### src/rtl/prco_mem_arb_if.sv
// Bus bundle between the two requesters (fetch and load/store), the arbiter
// and a single-port synchronous memory.
interface prco_mem_arb_if #(
  parameter int P_ADDR_W = 16
);
  logic                i_fetch_req;
  logic [P_ADDR_W-1:0] i_fetch_addr;
  logic                q_fetch_ack;
  logic [15:0]         q_fetch_data;

  logic                i_data_req;
  logic                i_data_we;
  logic [P_ADDR_W-1:0] i_data_addr;
  logic [15:0]         i_data_din;
  logic                q_data_ack;
  logic [15:0]         q_data_dout;

  logic                q_mem_ce;
  logic                q_mem_we;
  logic [P_ADDR_W-1:0] q_mem_addr;
  logic [15:0]         q_mem_dina;
  logic [15:0]         i_mem_douta;

  logic                q_busy;

  // Arbiter side
  modport slave (
    input  i_fetch_req, i_fetch_addr,
    output q_fetch_ack, q_fetch_data,
    input  i_data_req, i_data_we, i_data_addr, i_data_din,
    output q_data_ack, q_data_dout,
    output q_mem_ce, q_mem_we, q_mem_addr, q_mem_dina,
    input  i_mem_douta,
    output q_busy
  );

  // Requester / memory side
  modport master (
    output i_fetch_req, i_fetch_addr,
    input  q_fetch_ack, q_fetch_data,
    output i_data_req, i_data_we, i_data_addr, i_data_din,
    input  q_data_ack, q_data_dout,
    input  q_mem_ce, q_mem_we, q_mem_addr, q_mem_dina,
    output i_mem_douta,
    input  q_busy
  );
endinterface

### src/rtl/prco_mem_arb.sv
// Two-port (instruction fetch / load-store) arbiter onto one synchronous memory.
// Each transaction walks IDLE -> ISSUE -> WAIT -> ACK; every output is registered.
module prco_mem_arb #(
  parameter int P_RR     = 1,
  parameter int P_ADDR_W = 16
) (
  input  logic             i_clk,
  input  logic             i_reset,
  prco_mem_arb_if.slave    bus
);

  typedef enum logic [1:0] {
    S_IDLE  = 2'd0,
    S_ISSUE = 2'd1,
    S_WAIT  = 2'd2,
    S_ACK   = 2'd3
  } state_t;

  state_t              state_q;
  logic                last_data_q;
  logic                gnt_data_q;
  logic                we_q;

  logic                fetch_ack_q;
  logic [15:0]         fetch_data_q;
  logic                data_ack_q;
  logic [15:0]         data_dout_q;
  logic                mem_ce_q;
  logic                mem_we_q;
  logic [P_ADDR_W-1:0] mem_addr_q;
  logic [15:0]         mem_dina_q;
  logic                busy_q;

  logic                any_req_d;
  logic                gnt_data_d;
  logic                we_d;
  logic [P_ADDR_W-1:0] addr_d;
  logic [15:0]         din_d;

  // Grant decision, only consumed in IDLE
  always_comb begin
    any_req_d  = bus.i_fetch_req | bus.i_data_req;
    gnt_data_d = 1'b0;
    if (bus.i_data_req && !bus.i_fetch_req) begin
      gnt_data_d = 1'b1;
    end else if (bus.i_data_req && bus.i_fetch_req) begin
      gnt_data_d = (P_RR != 0) ? !last_data_q : 1'b1;
    end
    we_d   = gnt_data_d & bus.i_data_we;
    addr_d = gnt_data_d ? bus.i_data_addr : bus.i_fetch_addr;
    din_d  = gnt_data_d ? bus.i_data_din : 16'h0000;
  end

  always_ff @(posedge i_clk) begin
    if (i_reset) begin
      state_q      <= S_IDLE;
      last_data_q  <= 1'b1;
      gnt_data_q   <= 1'b0;
      we_q         <= 1'b0;
      fetch_ack_q  <= 1'b0;
      fetch_data_q <= 16'h0000;
      data_ack_q   <= 1'b0;
      data_dout_q  <= 16'h0000;
      mem_ce_q     <= 1'b0;
      mem_we_q     <= 1'b0;
      mem_addr_q   <= '0;
      mem_dina_q   <= 16'h0000;
      busy_q       <= 1'b0;
    end else begin
      unique case (state_q)
        S_IDLE: begin
          if (any_req_d) begin
            gnt_data_q  <= gnt_data_d;
            last_data_q <= gnt_data_d;
            we_q        <= we_d;
            mem_ce_q    <= 1'b1;
            mem_we_q    <= we_d;
            mem_addr_q  <= addr_d;
            mem_dina_q  <= din_d;
            busy_q      <= 1'b1;
            state_q     <= S_ISSUE;
          end
        end
        S_ISSUE: begin
          mem_ce_q <= 1'b0;
          mem_we_q <= 1'b0;
          state_q  <= S_WAIT;
        end
        S_WAIT: begin
          // Memory read data is valid this cycle; stores keep the old load result
          if (gnt_data_q) begin
            data_ack_q <= 1'b1;
            if (!we_q) begin
              data_dout_q <= bus.i_mem_douta;
            end
          end else begin
            fetch_ack_q  <= 1'b1;
            fetch_data_q <= bus.i_mem_douta;
          end
          state_q <= S_ACK;
        end
        S_ACK: begin
          fetch_ack_q <= 1'b0;
          data_ack_q  <= 1'b0;
          busy_q      <= 1'b0;
          state_q     <= S_IDLE;
        end
        default: begin
          state_q <= S_IDLE;
        end
      endcase
    end
  end

  assign bus.q_fetch_ack  = fetch_ack_q;
  assign bus.q_fetch_data = fetch_data_q;
  assign bus.q_data_ack   = data_ack_q;
  assign bus.q_data_dout  = data_dout_q;
  assign bus.q_mem_ce     = mem_ce_q;
  assign bus.q_mem_we     = mem_we_q;
  assign bus.q_mem_addr   = mem_addr_q;
  assign bus.q_mem_dina   = mem_dina_q;
  assign bus.q_busy       = busy_q;

endmodule
### src/flat_wrapper.sv
// flat-port wrapper written by rule: the top's interface ports become plain ports
module prco_mem_arb_flat 
#(
  parameter int P_RR     = 1,
  parameter int P_ADDR_W = 16
)
  (i_clk, i_reset, bus_i_fetch_req, bus_i_fetch_addr, bus_q_fetch_ack, bus_q_fetch_data, bus_i_data_req, bus_i_data_we, bus_i_data_addr, bus_i_data_din, bus_q_data_ack, bus_q_data_dout, bus_q_mem_ce, bus_q_mem_we, bus_q_mem_addr, bus_q_mem_dina, bus_i_mem_douta, bus_q_busy);
  prco_mem_arb_if #(.P_ADDR_W(P_ADDR_W)) bus_i ();
  input  logic i_clk;
  input  logic i_reset;
  input wire logic [$bits(bus_i.i_fetch_req)-1:0] bus_i_fetch_req;
  input wire logic [$bits(bus_i.i_fetch_addr)-1:0] bus_i_fetch_addr;
  output wire logic [$bits(bus_i.q_fetch_ack)-1:0] bus_q_fetch_ack;
  output wire logic [$bits(bus_i.q_fetch_data)-1:0] bus_q_fetch_data;
  input wire logic [$bits(bus_i.i_data_req)-1:0] bus_i_data_req;
  input wire logic [$bits(bus_i.i_data_we)-1:0] bus_i_data_we;
  input wire logic [$bits(bus_i.i_data_addr)-1:0] bus_i_data_addr;
  input wire logic [$bits(bus_i.i_data_din)-1:0] bus_i_data_din;
  output wire logic [$bits(bus_i.q_data_ack)-1:0] bus_q_data_ack;
  output wire logic [$bits(bus_i.q_data_dout)-1:0] bus_q_data_dout;
  output wire logic [$bits(bus_i.q_mem_ce)-1:0] bus_q_mem_ce;
  output wire logic [$bits(bus_i.q_mem_we)-1:0] bus_q_mem_we;
  output wire logic [$bits(bus_i.q_mem_addr)-1:0] bus_q_mem_addr;
  output wire logic [$bits(bus_i.q_mem_dina)-1:0] bus_q_mem_dina;
  input wire logic [$bits(bus_i.i_mem_douta)-1:0] bus_i_mem_douta;
  output wire logic [$bits(bus_i.q_busy)-1:0] bus_q_busy;
  assign bus_i.i_fetch_req = bus_i_fetch_req;
  assign bus_i.i_fetch_addr = bus_i_fetch_addr;
  assign bus_q_fetch_ack = bus_i.q_fetch_ack;
  assign bus_q_fetch_data = bus_i.q_fetch_data;
  assign bus_i.i_data_req = bus_i_data_req;
  assign bus_i.i_data_we = bus_i_data_we;
  assign bus_i.i_data_addr = bus_i_data_addr;
  assign bus_i.i_data_din = bus_i_data_din;
  assign bus_q_data_ack = bus_i.q_data_ack;
  assign bus_q_data_dout = bus_i.q_data_dout;
  assign bus_q_mem_ce = bus_i.q_mem_ce;
  assign bus_q_mem_we = bus_i.q_mem_we;
  assign bus_q_mem_addr = bus_i.q_mem_addr;
  assign bus_q_mem_dina = bus_i.q_mem_dina;
  assign bus_i.i_mem_douta = bus_i_mem_douta;
  assign bus_q_busy = bus_i.q_busy;
  prco_mem_arb #(.P_RR(P_RR), .P_ADDR_W(P_ADDR_W)) u_core (.i_clk(i_clk), .i_reset(i_reset), .bus(bus_i));
endmodule
### config.mk
export PLATFORM = sky130hd
export DESIGN_NAME = prco_mem_arb_flat
export DESIGN_NICKNAME = d
export VERILOG_FILES = /design/src/rtl/prco_mem_arb_if.sv /design/src/rtl/prco_mem_arb.sv /design/src/flat_wrapper.sv
export SDC_FILE = /design/constraint.sdc
export NUM_CORES = 1
export LEC_CHECK = 0
export BUFFER_PORTS_ARGS = -buffer_cell sky130_fd_sc_hd__buf_2
export CAP_MARGIN = 20
export CORE_UTILIZATION = 49
export DETAILED_ROUTE_END_ITERATION = 8
export GPL_ROUTABILITY_DRIVEN = 0
export GPL_TIMING_DRIVEN = 1
export MAX_ROUTING_LAYER = met4
export PLACE_DENSITY = 0.95
export RECOVER_POWER = 25
export REMOVE_ABC_BUFFERS = 1
export SETUP_SLACK_MARGIN = 0.5
export SLEW_MARGIN = 10
export SYNTH_ARGS = -nofsm -noshare
export SYNTH_HDL_FRONTEND = slang
export SYNTH_SLANG_ARGS = --single-unit
### constraint.sdc
create_clock -name i_clk -period 3.9 [get_ports i_clk]
set_input_delay 0.195 -clock i_clk [delete_from_list [all_inputs] [get_ports i_clk]]
set_output_delay 0.195 -clock i_clk [all_outputs]
set_load 0.1 [all_outputs]
* After elaboration in Yosys (flattened, before gate mapping)
Index checks and enable logic that the tools add are counted.
** Storage, ports and cells
- Logic and storage cells :: 53
- Bits of input ports :: 69
- Register bits :: 74
** Operators by class
- Mux-type cells :: 15
- Equality and inequality tests :: 6
- Reductions and logical operators :: 15
- Bitwise logic cells :: 4
** Operators with widths (number)
- 16-bit 2-to-1 mux :: 2
- 2-bit AND reduction :: 6
- 1-bit case mux with 2 select lines :: 5
- 2-bit case mux with 4 select lines :: 1
- 1-bit 2-to-1 mux :: 6
- 2-bit nonzero test :: 3
- 2-bit == test (second input constant) :: 2
- 2-bit by 1-bit inequality test with 1-bit output (second input constant) :: 2
- 3-bit AND reduction :: 1
- 2-bit by 1-bit == test with 1-bit output (second input constant) :: 1
- 1-bit logical AND :: 2
- 1-bit zero test :: 2
- 2-bit zero test :: 1
- 2-bit 2-to-1 mux :: 1
- 2-bit inequality test (second input constant) :: 1
- 1-bit inverter :: 2
- 1-bit AND :: 1
- 1-bit OR :: 1

* Longest topological paths before layout
Gate-level depths: netlist of run 1.
- Depth in word-level cells :: 6
- Gate-level depth with buffers :: 8
- Gate-level depth less buffers :: 5

* Worst setup path before layout of run 1
No wires, ideal clock.
- Kind :: register -> register
- Start :: reg u_core.state_q[0]
- End :: reg u_core.mem_dina_q[10] (netlist: u_core.bus.q_mem_dina[10])
- Setup time :: 0.061 ns
- Arrival time :: 1.537 ns
- Required time :: 3.839 ns
- Path buffers :: 3
- Stages on the path, launching flop included :: 9
- Setup slack :: 2.302 ns
- Path through :: dfxtp_1 > inv_1 > ha_1 > buf_2 > o21a_1 > buf_2 > nor2_2 > buf_2 > a22o_2
** On the way
- Word-level cells in the longest chain between the ends :: 2
** Ends and longest elaborated chain
- start, declared :: line prco_mem_arb.sv:19 : state_t state_q;
- start signal, assigned :: line prco_mem_arb.sv:56 : state_q <= S_IDLE;
- start signal, assigned :: line prco_mem_arb.sv:81 : state_q <= S_ISSUE;
- start signal, assigned :: line prco_mem_arb.sv:87 : state_q <= S_WAIT;
- 2-bit zero test :: line prco_mem_arb.sv:70 : unique case (state_q)
- 2-bit AND reduction (no source line)
- end signal, assigned :: line prco_mem_arb.sv:79 : mem_dina_q <= din_d;
- end, declared :: line prco_mem_arb.sv:31 : logic [15:0] mem_dina_q;
Every way passes these cells.
A chain may end at the register's enable or synchronous reset.

* Final worst setup path of run 1
- Start :: reg u_core.state_q[1]
- End :: reg u_core.mem_addr_q[2] (netlist: u_core.bus.q_mem_addr[2])
** On the way
- Word-level cells in the longest chain between the ends :: 2
** Ends and longest elaborated chain
- 2-bit zero test :: line prco_mem_arb.sv:70
- 2-bit AND reduction (no source line)
- end signal, assigned :: line prco_mem_arb.sv:78 : mem_addr_q <= addr_d;
- end, declared :: line prco_mem_arb.sv:30 : logic [P_ADDR_W-1:0] mem_addr_q;
Every way passes these cells.

==> results of run 1 <==
==> metrics by stage <==
step | hold slack [ns] | instances
floorplan | 0.264 | 297
global placement | 0.412 | 508
detailed placement | 0.418 | 508
CTS | 0.0699 | 523
global route | 0.0595 | 524
finish | 0.0777 | 524
==> registers in the layout (all words and copies together), names as in the netlist <==
signal,cells
u_core.bus.q_data_dout,16
u_core.bus.q_fetch_data,16
u_core.bus.q_mem_addr,16
u_core.bus.q_mem_dina,16
u_core.state_q,2
u_core.bus.q_busy,1
u_core.bus.q_data_ack,1
u_core.bus.q_fetch_ack,1
u_core.bus.q_mem_ce,1
u_core.bus.q_mem_we,1
u_core.gnt_data_q,1
u_core.last_data_q,1
u_core.we_q,1
==> Yosys cell counts (all sizes together) <==
cell | n | area (um^2)
a211oi | 2 | 15.0
nor2b | 1 | 6.26
nand3b | 1 | 7.51
mux2i | 1 | 10.0
or3b | 1 | 8.76
a21oi | 35 | 175
o21a | 1 | 7.51
ha | 5 | 62.6
a22o | 16 | 153
nand4b | 1 | 8.76
nor2 | 26 | 100
o21ai | 2 | 10.0
clkbuf | 11 | 41.3
a211o | 1 | 8.76
o22ai | 1 | 6.26
inv | 3 | 11.3
a22oi | 2 | 15.0
nand2 | 98 | 368
nand2b | 2 | 12.5
a21boi | 1 | 11.3
nor3b | 2 | 26.3
buf | 13 | 80.1
nand3 | 2 | 10.0
and3b | 1 | 8.76
a311oi | 16 | 140
a21bo | 2 | 20.0
dfxtp | 74 | 1480
==> where the power goes <==
group | internal (uW) | total [uW] | switching [uW]
sequential | 908 | 995 | 87.1
combinational | 281 | 1620 | 1340
clock | 393 | 650 | 257
total | 1580 | 3270 | 1690
==> layout make-up <==
| cell class | instances | share of cell area (%) |
|---|---|---|
| tap | 72 | 2.46 |
| clock buffer | 13 | 4.34 |
| clock inverter | 2 | 1.64 |
| multi-input combinational | 220 | 32.6 |
| inverter | 3 | 0.308 |
| sequential | 74 | 40.5 |
| timing repair buffer | 140 | 18.2 |
==> path summary, 6_finish.rpt <==
check / end / slack [ns] / depth (start not counted)
worst min-delay path: u_core.bus.q_mem_dina[2] / 0.08 / 2
worst min register to register: u_core.bus.q_data_dout[1] / 0.46 / 2
worst max register to register: u_core.bus.q_mem_addr[2] / 1.97 / 6
worst max-delay path: u_core.bus.q_mem_addr[2] / 1.97 / 6
==> cells in the final DEF, fill, tap and decap left out, drive strengths merged, types with 3 or more instances in the layout <==
master and n:
a21oi 35, a22o 16, a311oi 16, buf 105, clkbuf 48, dfxtp 74, ha 5, inv 3
nand2 98, nor2 26
==> critical path, cell delays in order (launching register included) <==
cell and delay [ns]:
dfxtp_1 0.34, inv_1 0.11, ha_1 0.34, o21a_1 0.31, buf_4 0.36, nor2_1 0.08
a311oi_1 0.28
==> metal layers <==
| layer | vias to the layer above | GRT usage (%) |
|---|---|---|
| met5 | - | - |
| met4 | 0 | 11.9 |
| met3 | 10 | 4.94 |
| met2 | 99 | 43.3 |
| met1 | 1269 | 25.4 |
| li1 | 1347 | - |
==> cell families after synthesis <==
| kind of cell | count (synthesis) |
|---|---|
| muxes | 1 |
| buffers and inverters | 27 |
| DFF | 74 |
| AOI/OAI and AO/OA | 79 |
| and+or+nand+nor | 135 |
| adders and majority gates | 5 |
==> flow_summary.ini, run 1 <==
[floorplanning]
pin_count = 138
fp.dieW_um = 77.7
die_area_um2 = 6030
core_area_um2 = 5510
initial_core_util_pct = 50.9
fp-row-count = 27
die_y_um = 77.7

[sta]
fin_ws_ns = 1.97
worstMarginPinSlew_ns = 1.20
max_slew_margin_pct = 20.3
finalSetupViolations = 0
max_freq_ghz = 0.519
min_period_ns = 1.93
hold_violations = 0
fin_skew_ns = 0.00940
drv_slew = 0
tns_ns = 0
fin_crit_sh_pct = 49.4
rsz0062_at_grt = no

[drt]
ant_nets = 0
num_vias = 2725
post_drt_via_cell_ratio = 5.20
wl_per_cell_um = 13.5
wl_met2_mm = 3.55
drc = 0
met1_length_mm = 3.06
drt-total-wl_mm = 7.05
wl_met3_um = 334
dr.pass1.iters = 4
highest_layer = met4
drt_iter0_drc = 65

[setup_path]
worstPathRequired_ns = 4.14
worstSetupPathType = flop to flop
crit_path_end_kind = flop
cp-start-kind = flop
worstSetupStartpoint = u_core.state_q[1]
cp_max_fo = 32
rr_startpoint = u_core.state_q[1]
worstPathArrival_ns = 2.17

[clock_tree]
clkSlewWorstSetupHoldPaths_ns = 0.08
cts_buffer_depth = 2
cts_tree = built
postCtsHoldBufs = 0
cts.root.buffer_cell = clkbuf_8
clkLatencyLatePin_ns = 0.34
cts-resized-gates = 0
cts.sinks = 74
post_cts_buffers = 0
cts_max_level = 3
cts_buffers = 9

[finish]
register_area_um2 = 1480
num_antenna_cells = 0
nFillCells = 464
fin_nets = 522
post-route-util_pct = 66.4
multiInputGateArea_um2 = 1190
stdcell_area_um2 = 3660
area_growth_pct = 30.4
drive_gt1_share_pct = 29.4

[worst_hold_path]
hp-class = input pin to flop
hold_start = bus_i_data_din[2]

[logic_synthesis]
synthCells = 321
yosys_warnings = 0
synth_compound_area_share_pct = 20.0
synthesis.area_um2 = 2810
ys_ff_latch = 74
synth_top_family_by_area = compound AO/OA/AOI/OAI gates
syn_avg_cell_area_um2 = 8.74
ys_seq_area_share_pct = 52.8
synthAdderAreaFrac_pct = 2.23
ys_types = 33
synth_simple_gate_area_share_pct = 19.8
synthMuxAreaShare_pct = 0.357
synth_xor_area_share_pct = 0

[grt]
grt_pass1_vias = 2632
gr-total-overflow = 0
grt_max_degree = 37
track_usage_pct = 24.3
grt_pass1_wl_mm = 11.2
antenna_found_initial = 0

[power]
p_total_uw = 3270
power.density_nw_per_um2 = 893
vdd_ir_drop_max_mv = 0.501
p_leak_uw = 0.00160

[place]
placed_area_um2 = 3470
hpwl_mm = 4.97
portBuffers = 137
dpl_worst_slack_ns = 1.84

[job]
cap_violations = 0

[outcome]
status = finished clean
No activity file was read; power rests on OpenSTA's default activity.
==> run 2: changes to the inputs <==
--- a/config.mk
+++ b/config.mk
@@ -7,12 +7,12 @@
 export LEC_CHECK = 0
 export BUFFER_PORTS_ARGS = -buffer_cell sky130_fd_sc_hd__buf_2
 export CAP_MARGIN = 20
-export CORE_UTILIZATION = 49
+export CORE_UTILIZATION = 41
 export DETAILED_ROUTE_END_ITERATION = 8
 export GPL_ROUTABILITY_DRIVEN = 0
 export GPL_TIMING_DRIVEN = 1
 export MAX_ROUTING_LAYER = met4
-export PLACE_DENSITY = 0.95
+export PLACE_DENSITY = 0.87
 export RECOVER_POWER = 25
 export REMOVE_ABC_BUFFERS = 1
 export SETUP_SLACK_MARGIN = 0.5
==> constraint.sdc (replaced) <==
create_clock -name i_clk -period 1.6 [get_ports i_clk]
set_input_delay 0.08 -clock i_clk [delete_from_list [all_inputs] [get_ports i_clk]]
set_output_delay 0.08 -clock i_clk [all_outputs]
set_load 0.1 [all_outputs]
==> run 2 against run 1 <==
Compared with the run above:
- the flow now finishes with violations (DRC)
- largest cell class is now non-clock buffers
- non-clock buffer count increased by 82
- core utilization increased by 13 points
- critical path depth unchanged
- clock skew decreased by 0.0025 ns
- worst hold slack got worse by 0.072 ns
- count of clock-buffer cells in the layout decreased by 3
- largest power group unchanged
- combinational power increased to 3.2 times the previous value
- cell count increased by 17%
- register-to-register slack got worse by 1.8 ns
- via count increased by 21%
- power increased to 2.8 times the previous value
- setup slack got worse by 1.8 ns
==> flow_summary.ini, run 2 (synthesis results as in run 1) <==
[outcome]
status = finished, violations left
violations = DRC

[setup_path]
reg2reg_to = u_core.bus.q_fetch_data[2]
crit_path_end_kind = flop
cp_max_fo = 8
worstSetupPathType = flop to flop
cp-start-kind = flop
ff2ff_path_depth = 6
rr_startpoint = u_core.state_q[1]
worstPathArrival_ns = 1.67
worstPathRequired_ns = 1.86
r2r_setup_slack_ns = 0.19

[finish]
drive_gt1_share_pct = 48.6
num_antenna_cells = 0
nFillCells = 394
final_cell_mix = nand2_1 (71), dfxtp_1 (71), buf_2 (68)
fin_nets = 604
area_growth_pct = 81.8
stdcell_count = 612
stdcell_area_um2 = 5100

[grt]
gr-total-overflow = 0
track_usage_pct = 28.5
busiest_layer = met2
grt_max_degree = 33
grt_pass1_vias = 3304
grt_pass1_wl_mm = 15.5
gr-usage-met3_pct = 5.70
grt_use_met1_pct = 29.4
antenna_found_initial = 0
met2_usage_pct = 50.2

[sta]
finalSetupViolations = 0
fin_ws_ns = 0.188
drv_slew = 0
hold_violations = 0
min_period_ns = 1.41
rsz0062_at_grt = yes
max_slew_margin_pct = 62.0
max_freq_ghz = 0.708
fin_crit_sh_pct = 88.2
worstMarginPinSlew_ns = 0.572
fin_skew_ns = 0.00692

[floorplanning]
pin_count = 138
core_area_um2 = 6460
fp-row-count = 29
die_y_um = 84.7
initial_core_util_pct = 43.4
fp.dieW_um = 84.7
die_area_um2 = 7180

[worst_hold_path]
hold_start = bus_i_data_addr[3]
hold_path_depth = 3
hp-class = input pin to flop
worstHoldEndpoint = u_core.bus.q_mem_addr[3]

[place]
placedCellCount = 522
placed_area_um2 = 3550
dpl_worst_slack_ns = -0.0926
hpwl_mm = 4.91
portBuffers = 137

[drt]
dr.pass1.iters = 7
drc = 10
drt_iter0_drc = 121
post_drt_via_cell_ratio = 5.37
num_vias = 3284
ant_nets = 0
drt-total-wl_mm = 11.0
wl_per_cell_um = 17.9

[clock_tree]
clkLatencyLatePin_ns = 0.35
clkSlewWorstSetupHoldPaths_ns = 0.08
cts.root.buffer_cell = clkbuf_8
cts.sinks = 74
cts_tree = built
cts_buffer_depth = 2
cts_max_level = 3
cts_buffers = 9

[power]
power.density_nw_per_um2 = 1790
vdd_ir_drop_max_mv = 1.37
p_leak_uw = 0.00233
p_total_uw = 9120

[job]
cap_violations = 0
-- run 2: cell count changes in the layout (fill, tap and decap cells not counted), moves of 17 or more --
cell and delta:
nand2_4 +17, buf_4 +38, a21oi_2 +25, buf_2 -34, clkbuf_1 -37, clkbuf_2 +35
a21oi_1 -25, nand2_1 -27, dlygate4sd3_1 +60
-- run 2: worst max-delay path by stage --
stage	end	cells after the start	startpoint	slack, ns
detailed placement	u_core.bus.q_mem_dina[10]	5	u_core.state_q[1]	-0.09
finish	u_core.bus.q_fetch_data[2]	6	u_core.state_q[1]	0.19
CTS	u_core.state_q[1]	5	u_core.state_q[0]	0.29
global placement	u_core.bus.q_mem_dina[6]	5	u_core.state_q[1]	0.03
global route	u_core.state_q[1]	5	u_core.state_q[0]	0.13
floorplan	u_core.bus.q_mem_dina[10]	5	u_core.state_q[0]	-0.42
-- run 2: metal layers --
metal  wire length [um]  vias up  share of wire (%)
li1                   -     1514                  -
met1               4120     1557                 38
met2               5830      163                 53
met3                504       50                4.6
met4                524        0                4.8
met5                  0        -                  0
-- run 2: layout make-up --
class	instances	area, um^2	area share (%)
multi-input cells	220	1590	31.1
flip-flops and latches	74	1490	29.2
clock inverters	6	66.3	1.30
clock buffers	10	138	2.70
well taps	77	96.3	1.89
repair buffers	222	1710	33.5
inverters	3	16.3	0.319
-- run 2: power breakdown --
part | switching [uW] | internal, uW
registers | 260 | 2220
clock network | 723 | 762
logic | 3650 | 1500
total | 4630 | 4490
-- run 2: through the flow --
stage / util (%) / hold WS, ns / setup TNS [ns]
2_1_floorplan: - / 0.149 / -10.32
6_report: 79.0 / 0.00601 / 0
3_3_place_gp: 54.9 / 0.299 / 0
3_5_place_dp: 54.9 / 0.305 / -1.15
5_1_grt: 79.0 / 0.00726 / 0
4_1_cts: 75.8 / 0.00164 / 0
-- run 2: critical path, stage by stage (launching register included) --
cell	delay [ns]
dfxtp_4	0.39
buf_6	0.11
ha_4	0.14
nor2b_4	0.24
buf_6	0.19
nand2_1	0.07
a21oi_1	0.18
-- run 2: repair_timing --
item,CTS,global route
gates cloned,3,0
hold endpoints to repair,59,0
setup endpoints to repair,143,99
resized for setup,131,91
setup buffers,9,2
pin swaps,15,52
hold buffers,60,0
